<file path="config.mk">
export PLATFORM = sky130hd
export DESIGN_NAME = csr_counter_unit_flat
export DESIGN_NICKNAME = d
export VERILOG_FILES = /design/src/rtl/csr_counter_unit_if.sv /design/src/rtl/csr_counter_unit.sv /design/src/flat_wrapper.sv
export SDC_FILE = /design/constraint.sdc
export NUM_CORES = 2
export LEC_CHECK = 0
export ABC_AREA = 1
export BUFFER_PORTS_ARGS = -buffer_cell sky130_fd_sc_hd__buf_2
export CAP_MARGIN = 25
export CORE_MARGIN = 3
export CORE_UTILIZATION = 30
export DETAILED_ROUTE_END_ITERATION = 16
export HOLD_SLACK_MARGIN = 0.02
export PLACE_DENSITY_LB_ADDON = 0.12
export SLEW_MARGIN = 20
export SYNTH_ARGS = -nofsm -noshare
export SYNTH_HDL_FRONTEND = slang
export SYNTH_SLANG_ARGS = --single-unit
</file>
<file path="constraint.sdc">
create_clock -name clk -period 4.8 [get_ports clk]
set_input_delay 0.48 -clock clk [delete_from_list [all_inputs] [get_ports clk]]
set_output_delay 0.48 -clock clk [all_outputs]
set_load 0.02 [all_outputs]
</file>
<file path="src/rtl/csr_counter_unit_if.sv">
// CSR access bus for the counter unit: read/write requests in, registered response out.
interface csr_counter_unit_if;
    logic        csr_ren;
    logic [11:0] csr_raddr;
    logic [31:0] csr_rdata;
    logic        csr_rvalid;
    logic        csr_wen;
    logic [11:0] csr_waddr;
    logic [31:0] csr_wdata;
    logic [1:0]  csr_op;
    logic        csr_illegal;

    modport master (
        output csr_ren, csr_raddr, csr_wen, csr_waddr, csr_wdata, csr_op,
        input  csr_rdata, csr_rvalid, csr_illegal
    );

    modport slave (
        input  csr_ren, csr_raddr, csr_wen, csr_waddr, csr_wdata, csr_op,
        output csr_rdata, csr_rvalid, csr_illegal
    );
endinterface

</file>
<file path="src/rtl/csr_counter_unit.sv">
// Cycle/instret/HPM counter block with user read-only views, machine
// writable views and mcountinhibit, accessed through a registered CSR port.
module csr_counter_unit #(
    parameter int unsigned NUM_HPM   = 4,
    parameter int unsigned CNT_WIDTH = 64
) (
    input  logic                                    clk,
    input  logic                                    rst,
    csr_counter_unit_if.slave                       csr,
    input  logic                                    inst_done,
    input  logic [((NUM_HPM > 0) ? NUM_HPM : 1)-1:0] hpm_event
);

    // Counter slots: 0 = cycle, 1 = instret, 2+i = hpm i
    localparam int unsigned NUM_CNT  = NUM_HPM + 2;
    localparam logic [31:0] INH_MASK =
        32'(((64'd1 << NUM_HPM) - 64'd1) << 3) | 32'h0000_0005;

    logic [CNT_WIDTH-1:0] cnt_q [NUM_CNT];
    logic [CNT_WIDTH-1:0] cnt_d [NUM_CNT];
    logic [31:0]          inh_q, inh_d;
    logic [31:0]          rdata_q, rdata_d;
    logic                 rvalid_q, rvalid_d;
    logic                 illegal_q, illegal_d;

    logic [7:0]  rdec, wdec;
    logic [63:0] rsel, wsel, wnew;
    logic [31:0] wold, wval;

    assign csr.csr_rdata   = rdata_q;
    assign csr.csr_rvalid  = rvalid_q;
    assign csr.csr_illegal = illegal_q;

    // Address decode: {ok, is_inhibit, high_half, slot[4:0]}; 0xCxx is never writable
    function automatic logic [7:0] decode(input logic [11:0] addr, input logic is_wr);
        logic       ok;
        logic [4:0] idx;
        logic [4:0] off;
        ok  = 1'b0;
        idx = 5'd0;
        off = addr[4:0];
        if (addr == 12'h320) begin
            ok = 1'b1;
        end else if ((addr[11:8] == 4'hB || (addr[11:8] == 4'hC && !is_wr)) &&
                     addr[6:5] == 2'b00) begin
            if (off == 5'd0) begin
                ok = 1'b1;
            end else if (off == 5'd1) begin
                ok = (addr[11:8] == 4'hC);
            end else if (off == 5'd2) begin
                ok  = 1'b1;
                idx = 5'd1;
            end else if (32'(off) < 32'(NUM_HPM) + 32'd3) begin
                ok  = 1'b1;
                idx = off - 5'd1;
            end
        end
        return {ok, (addr == 12'h320), addr[7], idx};
    endfunction

    // Next-state: increments, CSR write (wins over increment of its counter), read response
    always_comb begin
        for (int unsigned k = 0; k < NUM_CNT; k++) begin
            cnt_d[k] = cnt_q[k];
        end
        inh_d     = inh_q;
        rdata_d   = 32'd0;
        rvalid_d  = csr.csr_ren;
        illegal_d = 1'b0;
        rsel      = 64'd0;
        wsel      = 64'd0;
        wnew      = 64'd0;
        wval      = 32'd0;

        rdec = decode(csr.csr_raddr, 1'b0);
        wdec = decode(csr.csr_waddr, 1'b1);

        // Counter selection for both ports, zero-extended to 64 bits
        for (int unsigned k = 0; k < NUM_CNT; k++) begin
            if (rdec[4:0] == 5'(k)) rsel = 64'(cnt_q[k]);
            if (wdec[4:0] == 5'(k)) wsel = 64'(cnt_q[k]);
        end

        if (csr.csr_ren) begin
            if (!rdec[7]) begin
                illegal_d = 1'b1;
            end else if (rdec[6]) begin
                rdata_d = inh_q;
            end else begin
                rdata_d = rdec[5] ? rsel[63:32] : rsel[31:0];
            end
        end

        // Increments use the inhibit value held before this edge
        if (!inh_q[0]) cnt_d[0] = cnt_q[0] + CNT_WIDTH'(1);
        if (inst_done && !inh_q[2]) cnt_d[1] = cnt_q[1] + CNT_WIDTH'(1);
        for (int unsigned i = 0; i < NUM_HPM; i++) begin
            if (hpm_event[i] && !inh_q[3+i]) cnt_d[2+i] = cnt_q[2+i] + CNT_WIDTH'(1);
        end

        wold = wdec[6] ? inh_q : (wdec[5] ? wsel[63:32] : wsel[31:0]);
        case (csr.csr_op)
            2'b01:   wval = wold | csr.csr_wdata;
            2'b10:   wval = wold & ~csr.csr_wdata;
            default: wval = csr.csr_wdata;
        endcase
        wnew = wdec[5] ? {wval, wsel[31:0]} : {wsel[63:32], wval};

        if (csr.csr_wen) begin
            if (!wdec[7]) begin
                illegal_d = 1'b1;
            end else if (wdec[6]) begin
                inh_d = wval & INH_MASK;
            end else begin
                for (int unsigned k = 0; k < NUM_CNT; k++) begin
                    if (wdec[4:0] == 5'(k)) cnt_d[k] = wnew[CNT_WIDTH-1:0];
                end
            end
        end
    end

    // State and response registers; reset overrides all activity
    always_ff @(posedge clk) begin
        if (rst) begin
            for (int unsigned k = 0; k < NUM_CNT; k++) begin
                cnt_q[k] <= '0;
            end
            inh_q     <= 32'd0;
            rdata_q   <= 32'd0;
            rvalid_q  <= 1'b0;
            illegal_q <= 1'b0;
        end else begin
            for (int unsigned k = 0; k < NUM_CNT; k++) begin
                cnt_q[k] <= cnt_d[k];
            end
            inh_q     <= inh_d;
            rdata_q   <= rdata_d;
            rvalid_q  <= rvalid_d;
            illegal_q <= illegal_d;
        end
    end

endmodule

</file>
<file path="src/flat_wrapper.sv">
// flat-port wrapper written by rule: the top's interface ports become plain ports
module csr_counter_unit_flat 
#(
    parameter int unsigned NUM_HPM   = 4,
    parameter int unsigned CNT_WIDTH = 64
)
  (clk, rst, inst_done, hpm_event, csr_csr_ren, csr_csr_raddr, csr_csr_wen, csr_csr_waddr, csr_csr_wdata, csr_csr_op, csr_csr_rdata, csr_csr_rvalid, csr_csr_illegal);
  csr_counter_unit_if csr_i ();
  input  logic clk;
  input  logic rst;
  input  logic inst_done;
  input  logic [((NUM_HPM > 0) ? NUM_HPM : 1)-1:0] hpm_event;
  input wire logic [$bits(csr_i.csr_ren)-1:0] csr_csr_ren;
  input wire logic [$bits(csr_i.csr_raddr)-1:0] csr_csr_raddr;
  input wire logic [$bits(csr_i.csr_wen)-1:0] csr_csr_wen;
  input wire logic [$bits(csr_i.csr_waddr)-1:0] csr_csr_waddr;
  input wire logic [$bits(csr_i.csr_wdata)-1:0] csr_csr_wdata;
  input wire logic [$bits(csr_i.csr_op)-1:0] csr_csr_op;
  output wire logic [$bits(csr_i.csr_rdata)-1:0] csr_csr_rdata;
  output wire logic [$bits(csr_i.csr_rvalid)-1:0] csr_csr_rvalid;
  output wire logic [$bits(csr_i.csr_illegal)-1:0] csr_csr_illegal;
  assign csr_i.csr_ren = csr_csr_ren;
  assign csr_i.csr_raddr = csr_csr_raddr;
  assign csr_i.csr_wen = csr_csr_wen;
  assign csr_i.csr_waddr = csr_csr_waddr;
  assign csr_i.csr_wdata = csr_csr_wdata;
  assign csr_i.csr_op = csr_csr_op;
  assign csr_csr_rdata = csr_i.csr_rdata;
  assign csr_csr_rvalid = csr_i.csr_rvalid;
  assign csr_csr_illegal = csr_i.csr_illegal;
  csr_counter_unit #(.NUM_HPM(NUM_HPM), .CNT_WIDTH(CNT_WIDTH)) u_core (.clk(clk), .rst(rst), .csr(csr_i), .inst_done(inst_done), .hpm_event(hpm_event));
endmodule
</file>
## Yosys cells after proc, flatten, opt, wreduce, memory -nomap -nowiden

Memories as Yosys holds them, arrays and structs flattened.
Index checks and enable logic that the tools add are counted.

- Add/subtract/negate cells: 8
- Magnitude comparators: 2
- Eq/ne operators: 22
- Mux-type cells: 70
- Bitwise gates (word level): 11
- Reductions and logical operators: 22

Operator list:

| kind | count |
|---|---|
| 2-to-1 mux 64 bit | 31 |
| 2-to-1 mux 384 bit | 3 |
| adder 64 x 1 -> 64 bit (second input constant) | 6 |
| 2-to-1 mux 32 bit | 3 |
| case mux 32 bit (2 select lines) | 1 |
| 2-to-1 mux 5 bit | 12 |
| AND 32 bit | 1 |
| inverter 32 bit | 1 |
| bitwise OR 32 bit | 1 |
| == test 5 x 2 -> 1 bit (second input constant) | 6 |
| == test 12 x 10 -> 1 bit (second input constant) | 2 |
| == test 5 x 1 -> 1 bit (second input constant) | 4 |
| == test 5 x 3 -> 1 bit (second input constant) | 4 |
| zero test 5 bit | 4 |
| 2-to-1 mux 1 bit | 19 |
| == test 4 bit (second input constant) | 4 |
| < comparator 5 x 3 -> 1 bit (second input constant) | 2 |
| subtractor 5 x 1 -> 5 bit (second input constant) | 2 |
| logical AND 1 bit | 7 |
| 2-to-1 mux 7 bit | 1 |
| bitwise OR 1 bit | 6 |
| zero test 1 bit | 5 |
| zero test 2 bit | 2 |
| OR reduction 4 bit | 1 |
| other kinds (6) | 7 |

- Register bits: 40
- RAM bits: 384
- Input port bits: 67
- Memories kept: 1

Memories:

| memory | depth | width | rd ports | clocked after Yosys merged registers in | wr ports | line | source |
|---|---|---|---|---|---|---|---|
| u_core.cnt_q | 6 | 64 | 6 | 0 | 6 | csr_counter_unit.sv:19 | `logic [CNT_WIDTH-1:0] cnt_q [NUM_CNT];` |

## Depth between registers and ports, before layout

- Depth after elaboration: 24
- Mapped depth: 25

## Least setup slack after synthesis

No wires, ideal clock.

- Path kind: in2reg
- Start point: input csr_csr_waddr[0]
- End point: memory u_core.cnt_q[0][5]
- Arrival time: 2.630 ns
- Path slack: 2.040 ns
- Stages: 24
- Cell sequence: inv_1 ha_1 inv_1 nor2_1 nand2_1 nand2_4 nor2_8 nand3_1 nand2_2 buf_6 inv_6 buf_8 nand2_1 nand3_1 nand2_1 nand3b_1 nand2_1 nand2_1 nand3_1 nand2_1 nand2_2 nand3_2 nand2_4 a21oi_2

RTL lines:

| element | line | source |
|---|---|---|
| from (decl) | flat_wrapper.sv:16 | `input wire logic [$bits(csr_i.csr_waddr)-1:0] csr_csr_waddr;` |
| to (decl) | csr_counter_unit.sv:19 |  |

==> flow_metrics.tcl <==
set metrics [dict create \
    synth-adder-area-share_pct 0.530 \
    ys_ff_latch 424 \
    final_common_cell "nand2_1" \
    grt_use_total_pct 38.0 \
    dpl.hpwl_um 191000 \
    yosys_warnings 0 \
    finalSetupTns_ns 0 \
    max_cap_viol_count 0 \
    die_w_um 349 \
    synth-seq-area-share_pct 24.0 \
    wirelength_um 240000 \
    switchingPower_mw 2.71 \
    area_delta_synth_final_pct 16.0 \
    final_layout_size_suffix_gt1_share_pct 9.94 \
    crit_family "simple AND/OR/NAND/NOR gates" \
    core_mm2 0.117 \
    max_freq_ghz 0.259 \
    cts_tree "built" \
    setup_ws_ns 0.934 \
    end_kind "flip-flop" \
    synth-edff-count 0 \
    ant_nets 0 \
    yosys.area.top_type "dfxtp_1" \
    synth_flop_cell "dfxtp_1" \
    slowest_stage "nor4_1" \
    timing.final.crit_share_pct 80.5 \
    hold_path.class "in2reg" \
    dp_slack_ns 0.643 \
    route.detailed.drc 0 \
    synth_top_family_by_area "simple AND/OR/NAND/NOR gates" \
    swShare_pct 29.4 \
    gp_congestion 1.07 \
    internal_power_mw 6.52 \
    die_h_um 349 \
    relSlewSlack_pct 33.5 \
    async_flop_share_pct 0 \
    avgSynthCellArea_um2 5.77 \
    nNetsFinal 6365 \
    nFillCells 13300 \
    synth-compound-area-share_pct 14.2 \
    crit_top_cell "nor2_1" \
    io_pins 101 \
    numCtsBuffers 60 \
    worstPathArrival_ns 4.47 \
    grt.overflow.total 0 \
    critPathKind "reg2reg" \
    insertion_delay_ns 0.73 \
    rsz0062_at_grt "no" \
    avgViaCountPerCell 5.70 \
    drt_iter0_markers 6970 \
    p_leak_nw 17.4 \
    crit_buf_inv 2 \
    period_needed_ns 3.87 \
    drt_first_pass_iters 9 \
    start_kind "flip-flop" \
    p_seq_share_pct 38.5 \
    grt_max_degree 98 \
    yosys-top-cells-area "dfxtp_1 24%, nand2_1 14%, inv_1 11%" \
    first_global_vias 40400 \
    power_frac_comb_pct 9.2 \
    cp_max_fo 4 \
    p_clk_share_pct 52.2 \
    placement.io_buffers 100 \
    hold_viol 0 \
    setup_viol 0 \
    ir_drop_uv 292 \
    synth_top_area_share_pct 24.0 \
    power_density_mw_per_mm2 225 \
    die_area_mm2 0.122 \
    drv_slew 0 \
    htree_levels 2 \
    yosysUniqueCellTypes 56 \
    cp.required_ns 5.40 \
    clockBufferDepth 3 \
    worstPathCellList "inv_1 -> nand2_1 -> nor2_1 -> nand3_1 -> nand3b_1 -> nor4_1 -> nand3_1 -> inv_1 -> nand2_1 -> nor2_1 -> nand4_1 -> a21oi_1 -> o21a_1 -> nor2_1" \
    fin_area_mm2 0.0410 \
    wl_per_cell_um 30.6 \
    clock-sinks 424 \
    postSynthCellCount 6134 \
    root_buffer "clkbuf_16" \
    synth-simple-area-share_pct 42.4 \
    final_cell_mix "1329 x nand2_1, 1058 x inv_1, 754 x nand3_1" \
    syn_area_mm2 0.0354 \
    synth_fp_nets 6216 \
    antenna_found_initial 7 \
    initial_utilization_pct 30.3 \
    finClkSkew_ns 0.0354 \
    worst_slew_pin_slew_ns 0.990 \
    fp-row-count 125 \
    synth_xor_area_share_pct 4.38 \
    synthMuxAreaShare_pct 0 \
    slowest_delay_ns 0.62 \
    grt_pass1_wl_um 325000 \
    clkTransAtPathRegs_ns 0.06 \
    dpl_cell_area_mm2 0.0390 \
    vias 44900 \
    status "complete, no violations" \
]
-- state kept, by name (all words and copies together), names as in the netlist --
register                flops
u_core.cnt_q              384
u_core.inh_q                6
u_core.csr.csr_illegal      1
u_core.csr.csr_rdata       32
u_core.csr.csr_rvalid       1
-- routing by layer --
layer  vias up  track usage, %  part of all wire [%]
li1      20200               -                     -
met1     21300            53.0                    42
met2      2895            53.1                    40
met3       404            11.7                    13
met4         0            17.2                   5.2
met5         -               0                     0
-- power groups by stage --
| stage | clock network (mW) | registers [mW] | logic, mW |
|---|---|---|---|
| floorplan | 0 | 3.63 | 0.382 |
| CTS | 4.85 | 3.56 | 0.809 |
| global route | 4.96 | 3.56 | 0.865 |
| detailed placement | 0 | 3.63 | 0.807 |
| finish | 4.82 | 3.56 | 0.850 |
| global placement | 0 | 3.63 | 0.807 |
-- final timing paths --
path	from	to	slack (ns)	depth (start not counted)
hold / removal	csr_csr_wdata[6]	u_core.inh_q[6]	0.19	5
hold reg to reg	u_core.inh_q[5]	u_core.inh_q[5]	0.53	2
setup reg to reg	u_core.inh_q[4]	u_core.cnt_q[0][248]	0.93	14
setup / recovery	u_core.inh_q[4]	u_core.cnt_q[0][248]	0.93	14
-- worst min-delay path, stage by stage --
cell and delay (ns):
buf_2 0.14, inv_1 0.05, nand2_1 0.07, nand2_1 0.07
a21oi_1 0.05
-- Yosys cell counts (4+ instances only) --
cell and n:
nand3_4 6, nand2_1 1331, o31ai_1 4, buf_1 23, o21a_1 11, a21oi_1 363, xor2_1 170, inv_2 10
nor3_2 7, ha_1 15, nand4_1 114, nor4_1 91, nand2_2 24, clkbuf_1 140, nor2_2 10, xnor2_1 7
o22ai_1 83, nor3b_1 7, nand2_4 6, dfxtp_1 424, o211ai_1 53, buf_2 70, a31oi_1 33, nor2_1 599
nand3_2 63, o21ai_1 28, o21ai_0 283, buf_4 5, inv_1 1061, nor3_1 231, nand3b_1 25, o211ai_2 13
nand3_1 757, a21oi_2 24, or2_2 11
-- logic make-up after synthesis --
family,Yosys count
AND/OR/NAND/NOR,3298
buffers and inverters,1318
AO/OA/AOI/OAI,902
flip-flops,424
XOR/XNOR,177
adder cells (fa/ha/maj),15
-- what timing repair did --
item,CTS,global route
hold buffers,1,0
resized for setup,0,0
endpoints found under the setup margin,0,0
hold endpoints to repair,2,0
setup buffers,0,0
-- per-stage QoR --
step	total power, mW	utilization (%)	hold slack, ns	std cells
global route	9.38	35.2	0.210	7855
CTS	9.22	35.2	0.169	7855
finish	9.23	35.2	0.194	7863
global placement	4.44	33.4	0.492	7743
floorplan	4.01	-	0.467	6134
detailed placement	4.44	33.4	0.491	7744
-- area by class of cell --
class	instances	area, µm²	share of cell area (%)
multi-input cells	4392	21900	53.3
clock inverters	15	161	0.393
well taps	1524	1910	4.65
repair buffers	330	2670	6.51
flip-flops and latches	424	8490	20.7
diodes	8	20.0	0.0488
inverters	1075	4050	9.87
clock buffers	95	1850	4.52
Power figures use the tool's default switching activity.
